$ cat src/rtl/gate_deadtime.sv
// ---------------------------------------------------------------------------
// gate_deadtime
//   Half-bridge gate driver sequencer. Converts the high-side / low-side on
//   requests of the PWM stage into registered gate drives. It guarantees:
//     * the two gates are never on together,
//     * a counted both-off dead time before any gate turns on,
//     * a minimum on-time once a gate is on,
//     * a latched fault shutdown on overcurrent.
//
// Parameters
//   DEAD      minimum counted both-off cycles before a gate turns on (1..15)
//   MIN_ON    minimum gate on-time in clock cycles (1..15)
//
// Ports
//   clk        in   sole clock, rising edge
//   reset      in   asynchronous reset, active low
//   hs_req     in   high-side on request
//   ls_req     in   low-side on request
//   oc         in   overcurrent comparator, asynchronous, active high
//   fault_clr  in   synchronous fault clear request
//   gate_hs    out  registered high-side gate drive
//   gate_ls    out  registered low-side gate drive
//   fault      out  high while latched in FAULT
//   fault_cnt  out  saturating count of FAULT entries (cleared by reset only)
// ---------------------------------------------------------------------------
module gate_deadtime #(
  parameter int DEAD   = 4,
  parameter int MIN_ON = 3
) (
  input  logic       clk,
  input  logic       reset,
  input  logic       hs_req,
  input  logic       ls_req,
  input  logic       oc,
  input  logic       fault_clr,
  output logic       gate_hs,
  output logic       gate_ls,
  output logic       fault,
  output logic [3:0] fault_cnt
);

  typedef enum logic [1:0] {
    IDLE  = 2'd0,
    HS_ON = 2'd1,
    LS_ON = 2'd2,
    FAULT = 2'd3
  } state_t;

  localparam logic [3:0] DEAD_C  = 4'(DEAD);
  localparam logic [3:0] MINON_C = 4'(MIN_ON);
  localparam logic [3:0] CNT_MAX = 4'd15;

  // Saturating 4-bit increment used by all counters.
  function automatic logic [3:0] satInc(input logic [3:0] value, input logic [3:0] limit);
    if (value >= limit) begin
      satInc = limit;
    end else begin
      satInc = value + 4'd1;
    end
  endfunction

  state_t     state_r;
  state_t     nextState_s;
  logic       ocMeta_r;
  logic       ocSync_r;
  logic [3:0] offCnt_r;
  logic [3:0] offCntNext_s;
  logic [3:0] onCnt_r;
  logic [3:0] onCntNext_s;
  logic [3:0] faultCnt_r;
  logic [3:0] faultCntNext_s;
  logic       gateHs_r;
  logic       gateLs_r;
  logic       fault_r;
  logic       hsEff_s;
  logic       lsEff_s;

  // Both requests together are contradictory, so they cancel each other.
  assign hsEff_s = hs_req & ~ls_req;
  assign lsEff_s = ls_req & ~hs_req;

  // Two-flop synchronizer for the asynchronous overcurrent comparator.
  always_ff @(posedge clk or negedge reset) begin
    if (!reset) begin
      ocMeta_r <= 1'b0;
      ocSync_r <= 1'b0;
    end else begin
      ocMeta_r <= oc;
      ocSync_r <= ocMeta_r;
    end
  end

  // Next-state decode; a synchronized overcurrent wins over everything,
  // including the minimum on-time.
  always_comb begin
    nextState_s = state_r;
    if (ocSync_r) begin
      nextState_s = FAULT;
    end else begin
      case (state_r)
        IDLE: begin
          if (hsEff_s && (offCnt_r == DEAD_C)) begin
            nextState_s = HS_ON;
          end else if (lsEff_s && (offCnt_r == DEAD_C)) begin
            nextState_s = LS_ON;
          end else begin
            nextState_s = IDLE;
          end
        end
        HS_ON: begin
          // Always return through IDLE so the dead time is re-counted.
          if ((onCnt_r >= MINON_C) && !hsEff_s) begin
            nextState_s = IDLE;
          end else begin
            nextState_s = HS_ON;
          end
        end
        LS_ON: begin
          if ((onCnt_r >= MINON_C) && !lsEff_s) begin
            nextState_s = IDLE;
          end else begin
            nextState_s = LS_ON;
          end
        end
        FAULT: begin
          // ocSync_r is known low here, so a clear request is honoured.
          if (fault_clr) begin
            nextState_s = IDLE;
          end else begin
            nextState_s = FAULT;
          end
        end
        default: begin
          nextState_s = FAULT;
        end
      endcase
    end
  end

  // Counter next values: dead-time, on-time and fault-entry counters.
  always_comb begin
    offCntNext_s   = 4'd0;
    onCntNext_s    = 4'd0;
    faultCntNext_s = faultCnt_r;

    // Dead time only accumulates while both gates are idle; leaving FAULT
    // therefore always starts from zero.
    if (state_r == IDLE) begin
      offCntNext_s = satInc(offCnt_r, DEAD_C);
    end else begin
      offCntNext_s = 4'd0;
    end

    if ((nextState_s == HS_ON) || (nextState_s == LS_ON)) begin
      if (nextState_s == state_r) begin
        onCntNext_s = satInc(onCnt_r, CNT_MAX);
      end else begin
        onCntNext_s = 4'd1;
      end
    end else begin
      onCntNext_s = 4'd0;
    end

    if ((nextState_s == FAULT) && (state_r != FAULT)) begin
      faultCntNext_s = satInc(faultCnt_r, CNT_MAX);
    end else begin
      faultCntNext_s = faultCnt_r;
    end
  end

  // State, counters and registered outputs; gates follow the next state so
  // they change on the same edge as the state transition.
  always_ff @(posedge clk or negedge reset) begin
    if (!reset) begin
      state_r    <= IDLE;
      offCnt_r   <= 4'd0;
      onCnt_r    <= 4'd0;
      faultCnt_r <= 4'd0;
      gateHs_r   <= 1'b0;
      gateLs_r   <= 1'b0;
      fault_r    <= 1'b0;
    end else begin
      state_r    <= nextState_s;
      offCnt_r   <= offCntNext_s;
      onCnt_r    <= onCntNext_s;
      faultCnt_r <= faultCntNext_s;
      gateHs_r   <= (nextState_s == HS_ON);
      gateLs_r   <= (nextState_s == LS_ON);
      fault_r    <= (nextState_s == FAULT);
    end
  end

  assign gate_hs   = gateHs_r;
  assign gate_ls   = gateLs_r;
  assign fault     = fault_r;
  assign fault_cnt = faultCnt_r;

endmodule

$ cat config.mk
export PLATFORM = sky130hd
export DESIGN_NAME = gate_deadtime
export DESIGN_NICKNAME = d
export VERILOG_FILES = /design/src/rtl/gate_deadtime.sv
export SDC_FILE = /design/constraint.sdc
export NUM_CORES = 1
export LEC_CHECK = 0
export BUFFER_PORTS_ARGS = -buffer_cell sky130_fd_sc_hd__buf_2
export CAP_MARGIN = 30
export CORE_MARGIN = 10
export CORE_UTILIZATION = 54
export CTS_BUF_LIST = sky130_fd_sc_hd__clkbuf_16
export DETAILED_ROUTE_END_ITERATION = 10
export GPL_TIMING_DRIVEN = 0
export MAX_ROUTING_LAYER = met4
export PLACE_DENSITY = 0.77
export SYNTH_ARGS = -nofsm -noshare
export SYNTH_HDL_FRONTEND = slang
export SYNTH_SLANG_ARGS = --single-unit
$ cat constraint.sdc
create_clock -name clk -period 3.7 [get_ports clk]
set_clock_uncertainty 0.05 [all_clocks]
set_input_delay 0.925 -clock clk [delete_from_list [all_inputs] [get_ports clk]]
set_output_delay 0.925 -clock clk [all_outputs]
set_load 0.1 [all_outputs]
==> results of run 1 <==
kinds of logic (layout without fill, tap and decap cells):
| kind of cell | count (synthesis) | after routing |
|---|---|---|
| AO/OA/AOI/OAI | 21 | 21 |
| buffers and inverters | 8 | 24 |
| AND/OR/NAND/NOR | 31 | 31 |
| multiplexers | 2 | 2 |
| flip-flops | 19 | 19 |
| other | 1 | 1 |
| adder cells (fa/ha/maj) | 7 | 7 |
where the power goes:
group          internal [W]  switching (W)
Sequential         0.000239      0.0000265
Clock              0.000144      0.0000723
Combinational     0.0000667       0.000241
registers in the layout, indices dropped and copies added, names as in the netlist:
name	count
offCnt_r	4
ocMeta_r	1
fault	1
gate_hs	1
gate_ls	1
onCnt_r	4
fault_cnt	4
state_r	2
ocSync_r	1
metal layers:
metal / wire length (microns) / track usage (%) / vias up / part of all wire (%)
met1: 873 / 12.3 / 375 / 44
met2: 966 / 18.0 / 21 / 49
met5: 0 / - / - / 0
met4: 36 / 4.64 / 0 / 1.8
li1: - / - / 366 / -
met3: 86 / 3.36 / 6 / 4.4
cell usage after synthesis (2+ instances only):
master,instances
a21oi_1,3
a311o_1,4
a311oi_1,2
and3_1,3
buf_6,2
dfrtp_1,19
ha_1,7
inv_1,5
nand2_1,3
nand3_1,3
nand3b_1,4
nor2_1,3
nor2b_1,3
nor3_1,2
o311ai_1,2
or3_1,2
or4b_1,2
worst min path at each step:
stage / start / to / slack [ps] / cells past startpoint
detailed placement: ocMeta_r / ocSync_r / 310 / 0
floorplan: ocMeta_r / ocSync_r / 280 / 0
global placement: ocMeta_r / ocSync_r / 280 / 0
finish: ocMeta_r / ocSync_r / 320 / 0
global route: ocMeta_r / ocSync_r / 340 / 0
CTS: ocMeta_r / ocSync_r / 330 / 0
cell type report:
type                            instances  share of cell area (%)
Tap cell                               25                    2.65
Clock buffer                            3                    6.37
Sequential cell                        19                    40.3
Multi-Input combinational cell         62                    41.3
Timing Repair Buffer                   12                    5.10
Buffer                                  3                    2.34
Inverter                                5                    1.59
Clock inverter                          1                   0.318
stage by stage:
stage               utilization, %  setup slack [ps]  instance area, sq um
finish                        67.5               866                  1180
global route                  67.5               505                  1180
CTS                           67.5               877                  1180
detailed placement            63.0               677                  1100
global placement              63.0               724                  1100
floorplan                        -              1140                  1010
==> run_results.csv, run 1 <==
group,metric,value,unit
route,first_iter_violations,26,
synthesis,synth-compound-area-share,18.6,%
job,maxCapViolCount,0,
sta,hold_viol_final,0,
cells_and_area,register_area,475,sq um
synthesis,synth_top_family_by_area,"compound AO/OA/AOI/OAI gates",
cts,cts_tree,"done",
sta,period_share,76.6,%
cts,cts.sinks,19,
synthesis,synth_area_leaders,"dfrtp_1 (47%), ha_1 (8.7%), a311o_1 (4.0%)",
cts,cts_hold_buffers,0,
floorplanning,coreArea,1750,sq um
place,dp_cells,126,
worst_setup_path,crit_start,"offCnt_r[0]",
worst_setup_path,path_max_fanout,6,
sta,fmax,353,MHz
cts,cts.repair.resized,0,
cells_and_area,final_cell_mix,"dfrtp_1 (19), buf_2 (12), ha_1 (7)",
sta,holdWs,317,ps
hold_path,hold_path_class,"flop to flop",
worst_setup_path,rr_worst_depth,11,
floorplanning,num_io_pins,13,
sta,slew_violations,0,
route,routedWlPerCell,15.1,microns
floorplanning,die-area,4000,sq um
cts,clk_pin_slew,50,ps
synthesis,synth-simple-area-share,18.5,%
cts,htree_levels,1,
cells_and_area,nets,119,
global_routing,grt_overflow,0,
synthesis,synth_cell_types,37,
sta,final-setup-viol-count,0,
route,routed_wl,1960,microns
cells_and_area,layout-drive-gt1-share,20.0,%
worst_setup_path,timing.rr.start,"offCnt_r[0]",
cts,clock-root-buffer,"clkbuf_16",
global_routing,grt_pass1_wl,3590,microns
power,power_density,669,nW/um^2
worst_setup_path,startpoint_type,"flop",
cells_and_area,final_cell_count_no_fill,130,
cells_and_area,final_common_cell,"dfrtp_1",
worst_setup_path,r2r_end,"fault_cnt[3]",
worst_setup_path,endpoint,"fault_cnt[3]",
synthesis,synthXorXnorAreaFrac,0,%
power,p_total,0.000789,W
worst_setup_path,cp_num_cells,11,
synthesis,synth_top_area_cell,"dfrtp_1",
worst_setup_path,r2r_slack,870,ps
worst_setup_path,crit_buf_inv,1,
global_routing,track_usage,11.1,%
cts,numCtsBuffers,3,
route,vias,768,
synthesis,yosysTopAreaCellShare,47.1,%
synthesis,synth_flop_cell,"dfrtp_1",
worst_setup_path,path_cells,"inv_1, ha_1, nand3b_1, nand2b_1, nor3b_1, a311o_1, ha_1, a21boi_0, nand4_1, nor3_1, a21oi_1",
synthesis,synthCells,89,
sta,period_needed,2830,ps
route,drtPass1Iterations,4,
run_status,status,"completed",
synthesis,syn_area,1010,sq um
place,gp_congestion,0.786,
global_routing,grt_max_degree,20,
power,ir_worst_vdd,0.673,mV
floorplanning,die_w,63.2,microns
cells_and_area,fillers,145,
worst_setup_path,worst_setup_path_end_kind,"flop",
sta,slew_headroom,58.4,%
worst_setup_path,critPathRequiredTime,3780,ps
power,p_leak,0.532,nW
sta,finalSetupTns,0,ps
synthesis,ys_seq_elements,19,
worst_setup_path,crit_type,"flop to flop",
synthesis,synth_adder_area_share,8.68,%
cells_and_area,diodes,0,
cells_and_area,area_growth,16.9,%
synthesis,synth_warnings,0,
global_routing,antenna_found_initial,0,
place,numPortBuffers,12,
cts,cts_setup_buffers,0,
synthesis,syn_nets,102,
synthesis,seq_area_frac_synth,47.1,%
floorplanning,die_h,63.2,microns
synthesis,synth_edf_count,0,
route,drc,0,
route,drtAntennaViolNets,0,
route,vias_per_cell,5.91,
floorplanning,initial_core_util,57.8,%
worst_setup_path,path_delay_family,"simple AND/OR/NAND/NOR gates",
cells_and_area,multi_input_area,487,sq um
synthesis,synth.area.mux_share,2.11,%
worst_setup_path,max_stage_delay,520,ps
global_routing,grt_pass1_vias,786,
worst_setup_path,crit_path_frequent_cell,"ha_1",
floorplanning,rows,15,
cts,cts_buffer_depth,2,
worst_setup_path,cp.arrival,2910,ps
cts,clock_latency,250,ps
place,place_hpwl,1450,microns
synthesis,syn_avg_cell_area,11.3,sq um
synthesis,ys_async_sr_fraction,100,%
sta,worst_pin_slew,618,ps
sta,rsz0062_at_grt,"false",
worst_setup_path,cp_slowest_cell,"a21boi_0",
Power figures use the tool's default switching activity.
==> run 2, diff against run 1 <==
- ABC_AREA: unset -> 1
- CORE_UTILIZATION: 54 -> 49
- PLACE_DENSITY: 0.77 -> 0.74
- clock period: 3.7 -> 2.3 ns (I/O delays scaled with it)
==> run 2 against run 1 <==
Clock power increased by 63%. Critical endpoint unchanged. Count of clock-buffer cells in the layout unchanged. Sequential share of layout area increased by 1.9 points.
==> run_results.csv, run 2 <==
group,metric,value,unit
synthesis,yosysTopAreaCellShare,49.8,%
cells_and_area,diodes,0,
sta,slew_violations,0,
global_routing,antenna_found_initial,0,
hold_path,hold_path_class,"input port to asynchronous set/reset pin",
synthesis,ys_async_sr_fraction,100,%
place,place_hpwl,1390,microns
power,power_density,1200,nW/um^2
worst_setup_path,r2r_end,"fault_cnt[3]",
route,drtPass1Iterations,4,
cts,htree_levels,1,
route,vias_per_cell,4.85,
worst_setup_path,rr_worst_depth,13,
cts,cts_hold_buffers,0,
cells_and_area,final_cell_mix,"inv_1 (20), nand2_1 (20), dfrtp_1 (19)",
sta,fmax,486,MHz
power,ir_worst_vdd,0.654,mV
synthesis,syn_avg_cell_area,8.37,sq um
synthesis,synth_edf_count,0,
sta,period_needed,2060,ps
sta,period_share,89.4,%
global_routing,grt_pass1_wl,2950,microns
global_routing,grt_max_degree,20,
synthesis,synth_common_cells,"inv_1 (20), nand2_1 (20), dfrtp_1 (19), nor2_1 (13), ha_1 (7)",
sta,holdWs,205,ps
sta,rsz0062_at_grt,"false",
route,drtAntennaViolNets,0,
floorplanning,die_h,64.1,microns
synthesis,syn_nets,127,
synthesis,ys_seq_elements,19,
route,routedWlPerCell,11.1,microns
worst_setup_path,cp.arrival,2140,ps
sta,hold_viol_final,0,
worst_setup_path,cp_slowest_cell,"dfrtp_1",
floorplanning,die_w,64.1,microns
cells_and_area,fillers,146,
worst_setup_path,crit_path_frequent_cell,"nand2_1",
worst_setup_path,path_cells,"inv_1, ha_1, nand2_1, nor2_1, nand3_1, nand2_1, a21oi_1, inv_1, ha_1, nand2_1, nor3_1, nor3_1, a21oi_1",
cts,clock-root-buffer,"clkbuf_16",
cts,clock_latency,250,ps
cts,cts_buffer_depth,2,
worst_setup_path,worst_setup_path_end_kind,"flop",
worst_setup_path,critPathRequiredTime,2380,ps
place,numPortBuffers,12,
floorplanning,rows,15,
worst_setup_path,startpoint_type,"flop",
sta,final-setup-viol-count,0,
synthesis,synth_top_area_cell,"dfrtp_1",
worst_setup_path,timing.rr.start,"offCnt_r[0]",
cts,cts_tree,"done",
synthesis,synth_warnings,0,
synthesis,syn_area,955,sq um
worst_setup_path,max_stage_delay,370,ps
cts,cts_setup_buffers,0,
cells_and_area,layout-drive-gt1-share,21.5,%
route,vias,751,
worst_setup_path,crit_type,"flop to flop",
global_routing,grt_overflow,0,
cts,cts.sinks,19,
synthesis,synth_flop_cell,"dfrtp_1",
global_routing,track_usage,9.06,%
cts,clk_pin_slew,50,ps
floorplanning,num_io_pins,13,
route,first_iter_violations,20,
floorplanning,initial_core_util,53.5,%
global_routing,grt_pass1_vias,720,
route,routed_wl,1710,microns
place,gp_congestion,0.873,
floorplanning,die-area,4110,sq um
run_status,status,"completed",
sta,finalSetupTns,0,ps
floorplanning,coreArea,1780,sq um
cells_and_area,area_growth,18.0,%
synthesis,synthCells,114,
cts,cts.repair.resized,0,
job,maxCapViolCount,0,
cts,numCtsBuffers,3,
synthesis,synth_area_leaders,"dfrtp_1 (50%), ha_1 (9.2%), inv_1 (7.9%)",
synthesis,synth_cell_types,19,
cells_and_area,nets,144,
route,drc,0,
worst_setup_path,path_max_fanout,3,
power,p_leak,0.616,nW
worst_setup_path,r2r_slack,240,ps
synthesis,seq_area_frac_synth,49.8,%
run 2: changes by cell type after synthesis, sizes merged, moves of 3 or more:
cell    before  now
a311o        4    0
inv          5   25
nand2        3   22
nand3        3    6
nand3b       4    0
nor2         3   16
nor2b        3    0
o21ai        0    7
run 2: worst max-delay path by stage:
stage / start / end / slack (ps) / cells past startpoint
5_1_grt: offCnt_r[0] / fault_cnt[3] / 60 / 14
2_1_floorplan: fault_clr / fault_cnt[3] / 450 / 10
6_report: offCnt_r[0] / fault_cnt[3] / 240 / 13
3_5_place_dp: fault_clr / fault_cnt[3] / 150 / 11
3_3_place_gp: fault_clr / fault_cnt[3] / 190 / 11
4_1_cts: offCnt_r[0] / fault_cnt[3] / 240 / 13
run 2: cell families (layout without fill, tap and decap cells):
family	after synthesis	in the layout	synth area share, %
simple gates	51	51	24.5
buf+inv	25	41	9.83
flops	19	19	49.8
compound gates	11	11	6.29
fa+ha+maj	7	7	9.17
other cells	1	1	0.393
run 2: through the flow:
stage	cells	instance area [sq um]	setup slack [ps]	utilization, %	total power (W)
5_1_grt	155	1130	58.8	63.2	0.00143
4_1_cts	155	1130	237	63.2	0.00136
6_report	155	1130	243	63.2	0.00135
3_5_place_dp	151	1050	154	58.7	0.00101
3_3_place_gp	151	1050	192	58.7	0.000986
2_1_floorplan	114	955	445	-	0.000899
run 2: layout make-up:
class | count | area, sq um | area share [%]
tap | 25 | 31.3 | 2.78
clock inverter | 1 | 5.00 | 0.444
inverter | 25 | 93.8 | 8.33
multi-input combinational | 70 | 385 | 34.2
timing repair buffer | 12 | 60.1 | 5.33
clock buffer | 3 | 75.1 | 6.67
sequential | 19 | 475 | 42.2
run 2: critical path: cells and delay by family (launching register included):
family | cells | cell delay (ps)
AND/OR/NAND/NOR | 7 | 640
AO/OA/AOI/OAI | 2 | 300
flip-flops | 1 | 370
buffers and inverters | 2 | 160
adder cells (fa/ha/maj) | 2 | 410
run 2: report_power, final:
| part | switching, W | total, W | internal [W] |
|---|---|---|---|
| Sequential | 0.0000440 | 0.000437 | 0.000393 |
| Clock | 0.000119 | 0.000352 | 0.000233 |
| Combinational | 0.000457 | 0.000559 | 0.000102 |
| Total | 0.000620 | 0.00135 | 0.000728 |
run 2: routing by layer:
| layer | track usage, % | wire [microns] | part of all wire (%) |
|---|---|---|---|
| met2 | 14.4 | 812 | 47 |
| met1 | 10.1 | 770 | 45 |
| met4 | 4.81 | 34 | 2.0 |
| met5 | - | 0 | 0 |
| met3 | 2.44 | 96 | 5.6 |
==> run 3, diff against run 2 <==
- BUFFER_PORTS_ARGS: -buffer_cell sky130_fd_sc_hd__buf_2 -> unset
- CORE_UTILIZATION: 49 -> 54
- DONT_BUFFER_PORTS: unset -> 1
==> run 3 against run 2 <==
Final area down 4.6%. Sequential share of layout area rose by 2.0 points. Via count is 9.2% lower. Hold slack better by 98 ps. First-iteration DRC count is 65% lower. Register-to-register slack about the same. Clock power fell by 4%. Core utilization fell by 0.23 points. Worst setup slack lost 8.4 ps. Critical path type unchanged. Sequential power rose by 71%.
==> run_results.csv, run 3 (synthesis gave the netlist of run 2 again) <==
group,metric,value,unit
sta,hold_viol_final,0,
cts,cts.repair.resized,0,
route,routed_wl,1610,microns
sta,period_needed,2070,ps
floorplanning,num_io_pins,13,
power,ir_worst_vdd,0.551,mV
cells_and_area,fin_util,62.9,%
cts,clk_pin_slew,50,ps
sta,period_share,89.8,%
place,gp_congestion,0.832,
sta,finalSetupTns,0,ps
cells_and_area,layout-drive-gt1-share,12.6,%
worst_setup_path,worst_setup_path_end_kind,"flop",
worst_setup_path,crit_type,"flop to flop",
cells_and_area,area_growth,12.6,%
worst_setup_path,r2r_slack,230,ps
power,p_leak,0.574,nW
cells_and_area,final_area,1070,sq um
worst_setup_path,path_cells,"nand2_1, nor2_1, nor2_2, nand2_1, a21oi_1, inv_1, ha_1, nand2_1, nor3_1, nor3_1, a21oi_1",
power,power_density,1190,nW/um^2
worst_setup_path,cp.arrival,2140,ps
floorplanning,die_h,62.0,microns
worst_setup_path,startpoint_type,"flop",
run_status,status,"completed",
cts,clock-root-buffer,"clkbuf_16",
worst_setup_path,rr_worst_depth,11,
sta,slew_violations,0,
cts,cts.sinks,19,
floorplanning,die_w,62.0,microns
hold_path,holdPathEnd,"ocSync_r",
route,first_iter_violations,7,
route,vias_per_cell,4.74,
worst_setup_path,timing.rr.start,"state_r[0]",
worst_setup_path,critPathRequiredTime,2370,ps
cts,numCtsBuffers,3,
floorplanning,coreArea,1710,sq um
global_routing,antenna_found_initial,0,
place,dpl_cell_area,986,sq um
global_routing,grt_overflow,0,
floorplanning,die-area,3850,sq um
place,place_worst_setup_slack,240,ps
cells_and_area,nets,133,
cts,cts_buffer_depth,2,
cells_and_area,final_cell_count_no_fill,144,
job,maxCapViolCount,0,
worst_setup_path,crit_buf_inv,1,
sta,final-setup-viol-count,0,
route,drtPass1Iterations,4,
sta,fmax,484,MHz
cells_and_area,final_common_cell,"inv_1",
route,drc,0,
global_routing,grt_pass1_wl,2820,microns
place,place_hpwl,1290,microns
global_routing,grt_pass1_vias,671,
worst_setup_path,crit_path_frequent_cell,"nand2_1",
worst_setup_path,path_delay_family,"simple AND/OR/NAND/NOR gates",
sta,worst_pin_slew,954,ps
cts,cts_tree,"done",
route,vias,682,
sta,rsz0062_at_grt,"false",
cts,clock_latency,240,ps
global_routing,track_usage,10.0,%
worst_setup_path,max_stage_delay,440,ps
cts,htree_levels,1,
worst_setup_path,r2r_end,"fault_cnt[3]",
route,drtAntennaViolNets,0,
place,numPortBuffers,0,
hold_path,hold_depth,0,
hold_path,min-delay-start,"ocMeta_r",
worst_setup_path,path_max_fanout,5,
place,dp_cells,139,
cells_and_area,final_cell_mix,"inv_1 (21), nand2_1 (20), dfrtp_1 (19)",
sta,slew_headroom,36.4,%
hold_path,hold_path_class,"flop to flop",
sta,setup_ws,234,ps
route,routedWlPerCell,11.2,microns
floorplanning,rows,15,
worst_setup_path,cp_slowest_cell,"dfrtp_1",
floorplanning,initial_core_util,55.9,%
global_routing,grt_max_degree,20,
cells_and_area,diodes,0,
cells_and_area,fillers,136,
## run 3: changes by cell type in the layout (fill, tap and decap cells not counted)
cell,before,now
clkinv_2,1,0
buf_2,12,0
dlygate4sd3_1,0,1
inv_1,20,21
## run 3: final cells by class
type	instances	area, sq um	share of cell area (%)
clock inverters	1	3.75	0.349
flip-flops and latches	19	475	44.2
repair buffers	1	10.0	0.931
clock buffers	3	75.1	6.98
multi-input cells	70	385	35.9
inverters	25	93.8	8.73
well taps	25	31.3	2.91
## run 3: stage by stage
| step | power, W | hold slack [ps] |
|---|---|---|
| floorplan | 0.000899 | 229 |
| global placement | 0.000933 | 230 |
| detailed placement | 0.000945 | 230 |
| CTS | 0.00130 | 305 |
| global route | 0.00136 | 300 |
| finish | 0.00128 | 303 |
## run 3: worst max path at each step
stage | slack (ps) | cells after the start | to | start
final | 230 | 11 | fault_cnt[3] | state_r[0]
after global routing | 4 | 14 | fault_cnt[3] | offCnt_r[1]
after CTS | 240 | 14 | fault_cnt[3] | offCnt_r[0]
after detailed placement | 240 | 10 | fault_cnt[3] | fault_clr
after global placement | 310 | 10 | fault_cnt[3] | fault_clr
after floorplan | 450 | 10 | fault_cnt[3] | fault_clr
## run 3: worst register-to-register path, cell delays in order (launching register included)
cell and delay [ps]:
dfrtp_1 440, nand2_1 130, nor2_1 60, nor2_2 190, nand2_1 110, a21oi_1 240, inv_1 100, ha_1 200
nand2_1 120, nor3_1 80, nor3_1 170, a21oi_1 50
## run 3: per-layer routing
layer / track usage (%) / vias up / part of all wire [%]
li1: - / 357 / -
met1: 11.2 / 316 / 45
met2: 16.5 / 7 / 49
met3: 2.64 / 2 / 4.5
met4: 4.14 / 0 / 0.93
met5: - / - / 0
## run 3: power breakdown
group / internal [W] / switching (W)
Clock: 0.000231 / 0.000109
Combinational: 0.0000728 / 0.000122
Sequential: 0.000386 / 0.000363
## run 3: timing repair
| item | 4_1_cts | 5_1_grt |
|---|---|---|
| endpoints found under the hold margin | 19 | 0 |
| buffers inserted | 0 | 0 |
| hold buffers | 1 | 0 |
